$ cat config.mk
export PLATFORM = sky130hd
export DESIGN_NAME = sync_fifo_param
export DESIGN_NICKNAME = d
export VERILOG_FILES = /design/src/rtl/sync_fifo_param.sv
export SDC_FILE = /design/constraint.sdc
export NUM_CORES = 1
export LEC_CHECK = 0
export ABC_CLOCK_PERIOD_IN_PS = 6190
export BUFFER_PORTS_ARGS = -buffer_cell sky130_fd_sc_hd__buf_4
export CAP_MARGIN = 40
export CORE_MARGIN = 5
export CORE_UTILIZATION = 30
export CTS_BUF_LIST = sky130_fd_sc_hd__clkbuf_16
export DETAILED_ROUTE_END_ITERATION = 8
export GPL_ROUTABILITY_DRIVEN = 0
export PLACE_DENSITY_LB_ADDON = 0.08
export SLEW_MARGIN = 20
export SYNTH_ARGS = -nofsm -noshare
export SYNTH_HDL_FRONTEND = slang
export SYNTH_SLANG_ARGS = --single-unit
$ cat constraint.sdc
create_clock -name clk -period 6.19 [get_ports clk]
set_input_delay 1.857 -clock clk [delete_from_list [all_inputs] [get_ports clk]]
set_output_delay 1.857 -clock clk [all_outputs]
set_load 0.02 [all_outputs]
$ cat src/rtl/sync_fifo_param.sv
// Parametrised synchronous FIFO with threshold flags, occupancy and one-cycle status pulses.
// Define SYNC_FIFO_FWFT_EN for first-word-fall-through read mode; standard registered-read otherwise.
module sync_fifo_param #(
    parameter int unsigned DATA_W   = 16,
    parameter int unsigned DEPTH    = 8,
    parameter int unsigned AF_LEVEL = DEPTH - 2,
    parameter int unsigned AE_LEVEL = 1
) (
    input  logic                     clk,
    input  logic                     rst_n,
    input  logic                     wr_en,
    input  logic [DATA_W-1:0]        data_in,
    input  logic                     rd_en,
    output logic [DATA_W-1:0]        data_out,
    output logic                     full,
    output logic                     empty,
    output logic                     almost_full,
    output logic                     almost_empty,
    output logic [$clog2(DEPTH):0]   count,
    output logic                     wr_ack,
    output logic                     overflow,
    output logic                     underflow
);

    localparam int unsigned AW = $clog2(DEPTH);
    localparam int unsigned CW = AW + 1;
    localparam logic [CW-1:0] FULL_CNT = CW'(DEPTH);
    localparam logic [CW-1:0] AF_CNT   = CW'(AF_LEVEL);
    localparam logic [CW-1:0] AE_CNT   = CW'(AE_LEVEL);

    logic [DATA_W-1:0] mem [DEPTH];
    logic [AW-1:0]     wr_ptr;
    logic [AW-1:0]     rd_ptr;
    logic              wr_accept_c;
    logic              rd_accept_c;

    assign full         = (count == FULL_CNT);
    assign almost_full  = (count >= AF_CNT);
    assign almost_empty = (count <= AE_CNT);
    assign wr_accept_c  = wr_en && !full;

    // Storage array is intentionally not reset.
    always_ff @(posedge clk) begin
        if (wr_accept_c) begin
            mem[wr_ptr] <= data_in;
        end
    end

    always_ff @(posedge clk or negedge rst_n) begin
        if (!rst_n) begin
            wr_ptr <= '0;
        end else if (wr_accept_c) begin
            wr_ptr <= wr_ptr + AW'(1);
        end
    end

    // Status pulses reflect the request sampled against pre-edge state.
    always_ff @(posedge clk or negedge rst_n) begin
        if (!rst_n) begin
            wr_ack    <= 1'b0;
            overflow  <= 1'b0;
            underflow <= 1'b0;
        end else begin
            wr_ack    <= wr_accept_c;
            overflow  <= wr_en && full;
            underflow <= rd_en && empty;
        end
    end

`ifdef SYNC_FIFO_FWFT_EN
    logic [CW-1:0] mem_count;
    logic          out_valid;
    logic          fetch_c;

    // Presented word lives in data_out; count spans memory plus that stage.
    assign empty       = !out_valid;
    assign rd_accept_c = rd_en && out_valid;
    assign fetch_c     = (mem_count != '0) && (!out_valid || rd_accept_c);
    assign count       = mem_count + CW'(out_valid);

    always_ff @(posedge clk or negedge rst_n) begin
        if (!rst_n) begin
            mem_count <= '0;
            rd_ptr    <= '0;
            out_valid <= 1'b0;
            data_out  <= '0;
        end else begin
            mem_count <= mem_count + CW'(wr_accept_c) - CW'(fetch_c);
            if (fetch_c) begin
                data_out  <= mem[rd_ptr];
                rd_ptr    <= rd_ptr + AW'(1);
                out_valid <= 1'b1;
            end else if (rd_accept_c) begin
                out_valid <= 1'b0;
            end
        end
    end
`else
    assign empty       = (count == '0);
    assign rd_accept_c = rd_en && !empty;

    always_ff @(posedge clk or negedge rst_n) begin
        if (!rst_n) begin
            count    <= '0;
            rd_ptr   <= '0;
            data_out <= '0;
        end else begin
            count <= count + CW'(wr_accept_c) - CW'(rd_accept_c);
            if (rd_accept_c) begin
                data_out <= mem[rd_ptr];
                rd_ptr   <= rd_ptr + AW'(1);
            end
        end
    end
`endif

endmodule

==> results of run 1 <==
[synthesized netlist by cell type (all sizes together) (2+ instances only)]
cell type,instances,area share
nand3b,2,0.0024
ha,10,0.020
inv,9,0.0053
mux2i,32,0.050
a21oi,3,0.0024
o21ai,16,0.013
o22ai,16,0.016
edfxtp,128,0.61
mux2,34,0.060
xnor2,4,0.0055
dfrtp,29,0.11
buf,15,0.022
clkbuf,3,0.0020
a22o,16,0.022
nor3,2,0.0016
o31ai,16,0.032
nand3,2,0.0016
nor2,7,0.0041
xor2,2,0.0028
and2,2,0.0020
nand2,5,0.0033
nand2b,4,0.0039
[critical path, cell delays in order (launching register included)]
cell,delay (ps)
dfrtp_1,400
inv_1,130
ha_1,200
nor3b_2,160
buf_4,280
buf_4,190
[kinds of logic after synthesis]
family / after synthesis / share of synthesized area
XOR/XNOR: 6 / 0.00827
multiplexers: 66 / 0.111
adder cells (fa/ha/maj): 11 / 0.0228
AO/OA/AOI/OAI: 68 / 0.0855
buffers and inverters: 27 / 0.0297
flip-flops: 157 / 0.719
AND/OR/NAND/NOR: 27 / 0.0236
[state kept, by name, indices dropped and copies added, names as in the netlist]
signal and cells:
rd_ptr 3, mem 128, overflow 1, data_out 16
wr_ptr 3, underflow 1, wr_ack 1, count 4
[power by group through the flow]
stage / sequential [mW] / combinational, mW / clock (mW)
2_1_floorplan: 1.56 / 0.781 / 0
3_3_place_gp: 1.56 / 1.17 / 0
3_5_place_dp: 1.53 / 1.27 / 0
4_1_cts: 1.51 / 1.27 / 1.16
5_1_grt: 1.53 / 1.36 / 1.21
6_report: 1.51 / 1.24 / 1.13
[per-layer routing]
layer  up-vias  routed length (um)
met5         -                   0
met4         0                 182
met3        15                 401
met2        50                6840
met1      1678                7110
li1       1535                   -
[cell type report]
class | instances | area (um2) | area share
Clock buffer | 17 | 425 | 0.0548
Clock inverter | 15 | 214 | 0.0276
Inverter | 9 | 33.8 | 0.00435
Multi-Input combinational cell | 178 | 1630 | 0.210
Sequential cell | 157 | 4570 | 0.589
Tap cell | 275 | 344 | 0.0444
Timing Repair Buffer | 63 | 538 | 0.0694
[worst min-delay path by stage]
stage	startpoint	endpoint	slack [ps]	cells past startpoint
after detailed placement	data_out[8]	data_out[8]	530	2
final	data_out[11]	data_out[11]	540	2
after CTS	data_out[8]	data_out[8]	540	2
after floorplan	wr_ptr[0]	wr_ptr[0]	490	1
after global placement	data_out[11]	data_out[11]	530	2
after global routing	data_out[11]	data_out[11]	580	2
==> qor.csv, run 1 <==
stage,metric,value,unit
status,status,finished clean,
timing,Peak Freq,274,MHz
detailed_routing,vias per std cell,4.59,
worst_setup_path,required time worst endpoint,4330,ps
worst_setup_path,R2R setup slack,3310,ps
power,sw frac,0.323,
cts,# resized after CTS,0,
logic_synthesis,Post-Syn Area per Cell,17.5,um2
cts,CTS tree,done,
cells_and_area,final core utilization,0.370,
timing,Setup TNS,0,ps
global_route,initial antenna violation count,0,
worst_setup_path,r2r startpoint,count[2],
logic_synthesis,Syn Inst Count,362,
detailed_routing,Routed Antenna Nets,0,
timing,max-slew violations,0,
floorplanning,Die ar.,0.0242,mm2
floorplanning,FP Rows,53,
place,placed cell areas,0.00710,mm2
floorplanning,core area,0.0210,mm2
cts,Max H-tree Level,4,
logic_synthesis,Post-synth ARST share,0.185,
global_route,GR met2 Demand/Resource,0.197,
cells_and_area,Final Net Count,457,
cells_and_area,share of layout cells above drive strength 1,0.321,
floorplanning,DIE WIDTH,156,um
timing,fin crit share,0.589,
logic_synthesis,Synthesized Nets,393,
cts,clk buf depth,2,
detailed_routing,Routed WL per cell,20.4,um
cts,clock buffer count from CTS,17,
cts,CTS Sinks,157,
cells_and_area,"commonest non-fill, non-tap cell in the layout",edfxtp_1,
cts,CTS root buffer,clkbuf_16,
timing,RSZ-0062 raised after global routing,false,
floorplanning,initial core utilization,0.303,
detailed_routing,Vias,3278,
global_route,vias in the first global route,3561,
cells_and_area,Finished Layout Cells,714,
timing,Worst-Margin Slew,688,ps
logic_synthesis,"EDFF count, synth",128,
job,Max-cap violations,0,
logic_synthesis,post-synth cell types,35,
timing,Final Setup Violations,0,
worst_setup_path,end of the critical path,empty,
global_route,total gr overflow,0,
worst_setup_path,Crit Path Class,reg2out,
cts,hold buffers post-CTS,0,
cells_and_area,area grow syn2layout,22.1,%
worst_setup_path,critical path launch point,count[2],
cells_and_area,number of diodes,0,
place,post-DP HPWL,9.32,mm
logic_synthesis,Synth Flop Type,edfxtp_1,
power,power per cell area,500,mW/mm2
detailed_routing,final routed DRC violation total,0,
worst_setup_path,Worst Path Max Fanout,20,
detailed_routing,DRT Wirelength,14.5,mm
timing,Final WS setup,2550,ps
logic_synthesis,Post-Syn Area,0.00635,mm2
global_route,grt met3 use,0.0320,
global_route,grt peak-use layer,met2,
power,Clock power frac,0.291,
logic_synthesis,"Seq/Total Area, Yosys",0.719,
timing,Rel. slew slack,0.540,
floorplanning,Die Ht,156,um
cells_and_area,Fillers,2004,
worst_setup_path,R2R cell count,12,
timing,Period minus WS final,3640,ps
global_route,first-pass GRT wire length,22.4,mm
global_route,fraction of met1 tracks used by global routing,0.174,
min_path,Worst Hold Class,reg2reg,
timing,"Hold Violations, Final",0,
detailed_routing,initial DRC count,135,
logic_synthesis,Synthesis Warnings,0,
cts,post-CTS setup repair buffer count,0,
power,VDD IR max,0.197,mV
cells_and_area,Finished Cell Area,0.00776,mm2
power,P_int,2.63,mW
detailed_routing,DRT Pass-1 Iters,4,
place,PortBufs,46,
global_route,largest net degree at the start of global routing,32,
timing,Fin Hold WS,538,ps
cts,"Clk pin slew, worst setup/hold paths",60,ps
global_route,Tot GR Track Use,0.126,
power,combinational share of power,0.321,
place,dpl cells,681,
worst_setup_path,R2R Path End,count[2],
power,Switch Pwr,1.25,mW
power,Flop pwr share,0.388,
power,Pleak,2.84,nW
timing,clk_skew,11.8,ps
worst_setup_path,Worst setup SP type,flop,
floorplanning,IO Pins,47,
worst_setup_path,Critical Path Sink Type,output pin,
cts,clk_lat worst skew,420,ps
logic_synthesis,Yosys reg bits,157,
power,Power Total,3.88,mW
cells_and_area,most frequent cells in the layout,"128 x edfxtp_1, 52 x buf_4, 32 x mux2i_1",
place,Setup WS pre-CTS,2550,ps
worst_setup_path,CP arrival,1790,ps
(Power assumes the default switching activity.)
==> run 2: changes to the inputs <==
ABC_AREA = 1   (was not set)
ABC_CLOCK_PERIOD_IN_PS = 3400   (was 6190)
clock period = 3.4 ns   (was 6.19 ns; I/O delays follow)
==> run 2 against run 1 <==
Flip-flop and latch count stayed put. Core utilization is 1.4 points lower. Area after synthesis is 6.8% higher. Largest power group unchanged. Critical endpoint is now almost_empty. Largest cell class unchanged. Register-to-register slack worse by 2300 ps. Sequential share of layout area is 1.7 points lower. Design area is 3.0% higher. Synthesized cell count is 76% higher. Wire length is 8.1% higher.
==> qor.csv, run 2 <==
stage,metric,value,unit,change
timing,RSZ-0062 raised after global routing,false,,
logic_synthesis,Post-Syn Area,0.00679,mm2,+6.8%
cells_and_area,Finished Cell Area,0.00799,mm2,+3.0%
worst_setup_path,WP buf/inv,3,,unchanged
cts,"Clk pin slew, worst setup/hold paths",70,ps,about the same
worst_setup_path,Critical Path Sink Type,output pin,,
logic_synthesis,Syn Inst Count,637,,+76%
worst_setup_path,Worst setup SP type,flop,,
timing,Fin Hold WS,484,ps,-54.5 ps
cts,clk_lat worst skew,410,ps,about the same
timing,Setup TNS,0,ps,unchanged
cts,CTS root buffer,clkbuf_16,,
logic_synthesis,post-synth cell types,28,,-20%
worst_setup_path,end of the critical path,almost_empty,,
cts,Max H-tree Level,4,,unchanged
floorplanning,Die ar.,0.0257,mm2,+6.4%
place,post-DP HPWL,9.15,mm,-1.9%
timing,Final Setup Violations,0,,unchanged
worst_setup_path,CP arrival,1630,ps,-160 ps
worst_setup_path,required time worst endpoint,2380,ps,-1950 ps
global_route,Tot GR Track Use,0.128,,+0.00158
status,status,finished clean,,
logic_synthesis,Synth top area share,0.566,,-0.0386
cts,clock buffer count from CTS,17,,unchanged
floorplanning,FP Rows,55,,+3.8%
timing,fin crit share,0.780,,
timing,Period minus WS final,2650,ps,
power,Power Total,6.95,mW,+79%
logic_synthesis,Synthesized Nets,668,,+70%
cells_and_area,Largest Register,mem,,
logic_synthesis,"Seq/Total Area, Yosys",0.673,,-0.0459
detailed_routing,Routed WL per cell,15.9,um,-22%
timing,clk_skew,13.2,ps,+1.40 ps
timing,max-slew violations,0,,unchanged
worst_setup_path,most frequent CP cell,inv_1,,
worst_setup_path,R2R setup slack,1020,ps,-2290 ps
worst_setup_path,Worst Path Max Fanout,4,,-80%
cts,CTS Sinks,157,,unchanged
logic_synthesis,Synthesis Warnings,0,,unchanged
detailed_routing,DRT Wirelength,15.7,mm,+8.1%
logic_synthesis,Post-synth ARST share,0.185,,unchanged
timing,Worst-Margin Slew,794,ps,+106 ps
detailed_routing,DRT Pass-1 Iters,4,,unchanged
worst_setup_path,CP top delay family,flip-flops,,
floorplanning,IO Pins,47,,unchanged
worst_setup_path,R2R cell count,10,,-2
logic_synthesis,list of most frequent post-synthesis cells,"205 x nand2_1, 128 x edfxtp_1, 108 x inv_1",,
min_path,Worst Hold Class,reg2reg,,
floorplanning,Die Ht,160,um,+3.1%
detailed_routing,final routed DRC violation total,0,,unchanged
global_route,first-pass GRT wire length,25.3,mm,+13%
timing,Rel. slew slack,0.471,,-0.0697
cells_and_area,share of layout cells above drive strength 1,0.151,,-0.170
worst_setup_path,Worst path max stage delay,400,ps,about the same
place,placed cell areas,0.00741,mm2,+4.3%
timing,Peak Freq,377,MHz,
logic_synthesis,Post-Syn Area per Cell,10.7,um2,-39%
logic_synthesis,Yosys reg bits,157,,unchanged
cells_and_area,largest registers,"mem (128), data_out (16), count (4)",,
worst_setup_path,critical path launch point,count[2],,
job,Max-cap violations,0,,unchanged
power,VDD IR max,0.365,mV,+86%
cts,post-CTS setup repair buffer count,0,,unchanged
cells_and_area,max reg flops,128,,unchanged
cts,hold buffers post-CTS,0,,unchanged
logic_synthesis,post-synth top area cell,edfxtp_1,,
cells_and_area,most frequent cells in the layout,"205 x nand2_1, 128 x edfxtp_1, 110 x inv_1",,
global_route,vias in the first global route,4369,,+23%
cells_and_area,area grow syn2layout,17.7,%,
cts,# resized after CTS,0,,unchanged
timing,"Hold Violations, Final",0,,unchanged
power,Pleak,3.57,nW,+25%
cells_and_area,"commonest non-fill, non-tap cell in the layout",nand2_1,,
worst_setup_path,slowest CP cell,dfrtp_1,,
cells_and_area,Final Net Count,719,,+57%
cells_and_area,Finished Layout Cells,986,,+38%
worst_setup_path,Crit Path Class,reg2out,,
detailed_routing,vias per std cell,4.31,,-6.1%
floorplanning,initial core utilization,0.302,,-0.000687
worst_setup_path,r2r startpoint,count[2],,
worst_setup_path,crit path cell chain,"inv_1, ha_1, a21oi_1, a21o_1, inv_1, buf_4",,
logic_synthesis,synth top area cells,"edfxtp_1 57%, nand2_1 11%, dfrtp_1 11%",,
global_route,initial antenna violation count,0,,unchanged
worst_setup_path,stages on the worst setup path,6,,+1
place,PortBufs,46,,unchanged
global_route,total gr overflow,0,,unchanged
cts,clk buf depth,2,,unchanged
cells_and_area,number of diodes,0,,unchanged
detailed_routing,Routed Antenna Nets,0,,unchanged
detailed_routing,initial DRC count,275,,+100%
logic_synthesis,"EDFF count, synth",128,,unchanged
worst_setup_path,R2R Path End,count[2],,
floorplanning,DIE WIDTH,160,um,+3.1%
detailed_routing,Vias,4249,,+30%
place,dpl cells,954,,+40%
logic_synthesis,most common cell in the netlist,nand2_1,,
logic_synthesis,Synth Flop Type,edfxtp_1,,
global_route,largest net degree at the start of global routing,66,,+110%
power,power per cell area,870,mW/mm2,+74%
cts,CTS tree,done,,
floorplanning,core area,0.0224,mm2,+7.1%
-- run 2: logic make-up (layout without fill, tap and decap cells) --
| logic type | count (synthesis) | count (layout) | share of synthesized area |
|---|---|---|---|
| compound gates | 5 | 5 | 0.00406 |
| xor+xnor | 5 | 5 | 0.00756 |
| fa+ha+maj | 11 | 11 | 0.0214 |
| buf+inv | 140 | 204 | 0.0905 |
| flops | 157 | 157 | 0.673 |
| simple gates | 319 | 319 | 0.203 |
-- run 2: per-layer routing --
| layer | up-vias | part of all wire | wire [um] | global-route usage |
|---|---|---|---|---|
| li1 | 2131 | - | - | - |
| met1 | 2020 | 0.47 | 7370 | 0.177 |
| met2 | 90 | 0.47 | 7430 | 0.204 |
| met3 | 8 | 0.049 | 762 | 0.0285 |
| met4 | 0 | 0.0091 | 143 | 0.0352 |
| met5 | - | 0 | 0 | 0 |
-- run 2: worst min-delay path by stage --
stage | startpoint | end | slack, ps | cells past startpoint
after CTS | data_out[11] | data_out[11] | 490 | 2
after global placement | data_out[0] | data_out[0] | 480 | 2
final | data_out[15] | data_out[15] | 480 | 2
after global routing | data_out[9] | data_out[9] | 510 | 2
after detailed placement | data_out[15] | data_out[15] | 470 | 2
after floorplan | wr_ptr[0] | wr_ptr[0] | 500 | 2
-- run 2: power breakdown --
part	leakage, nW	switching [mW]	internal, mW	total (mW)
Combinational	1.78	1.63	0.782	2.41
Sequential	1.51	0.172	2.49	2.66
Clock	0.277	0.742	1.14	1.88
-- run 2: area by class of cell --
class / instances / area, um2
well taps: 285 / 357
multi-input cells: 340 / 1610
clock buffers: 17 / 425
inverters: 113 / 427
clock inverters: 15 / 156
fillers: 2252 / 14400
repair buffers: 59 / 443
flip-flops and latches: 157 / 4570
-- run 2: worst register-to-register path: cells and delay by family, from the launching register on --
kind / cells / cell delay [ps]
DFF: 1 / 400
adders and majority gates: 4 / 1140
buffers and inverters: 3 / 330
xor gates and xnor gates: 1 / 150
and+or+nand+nor: 2 / 260
-- run 2: per-stage QoR --
step / worst slack (ps) / util
2_1_floorplan: 1010 / -
3_3_place_gp: 736 / 0.330
3_5_place_dp: 714 / 0.330
4_1_cts: 718 / 0.356
5_1_grt: 610 / 0.356
6_report: 748 / 0.356
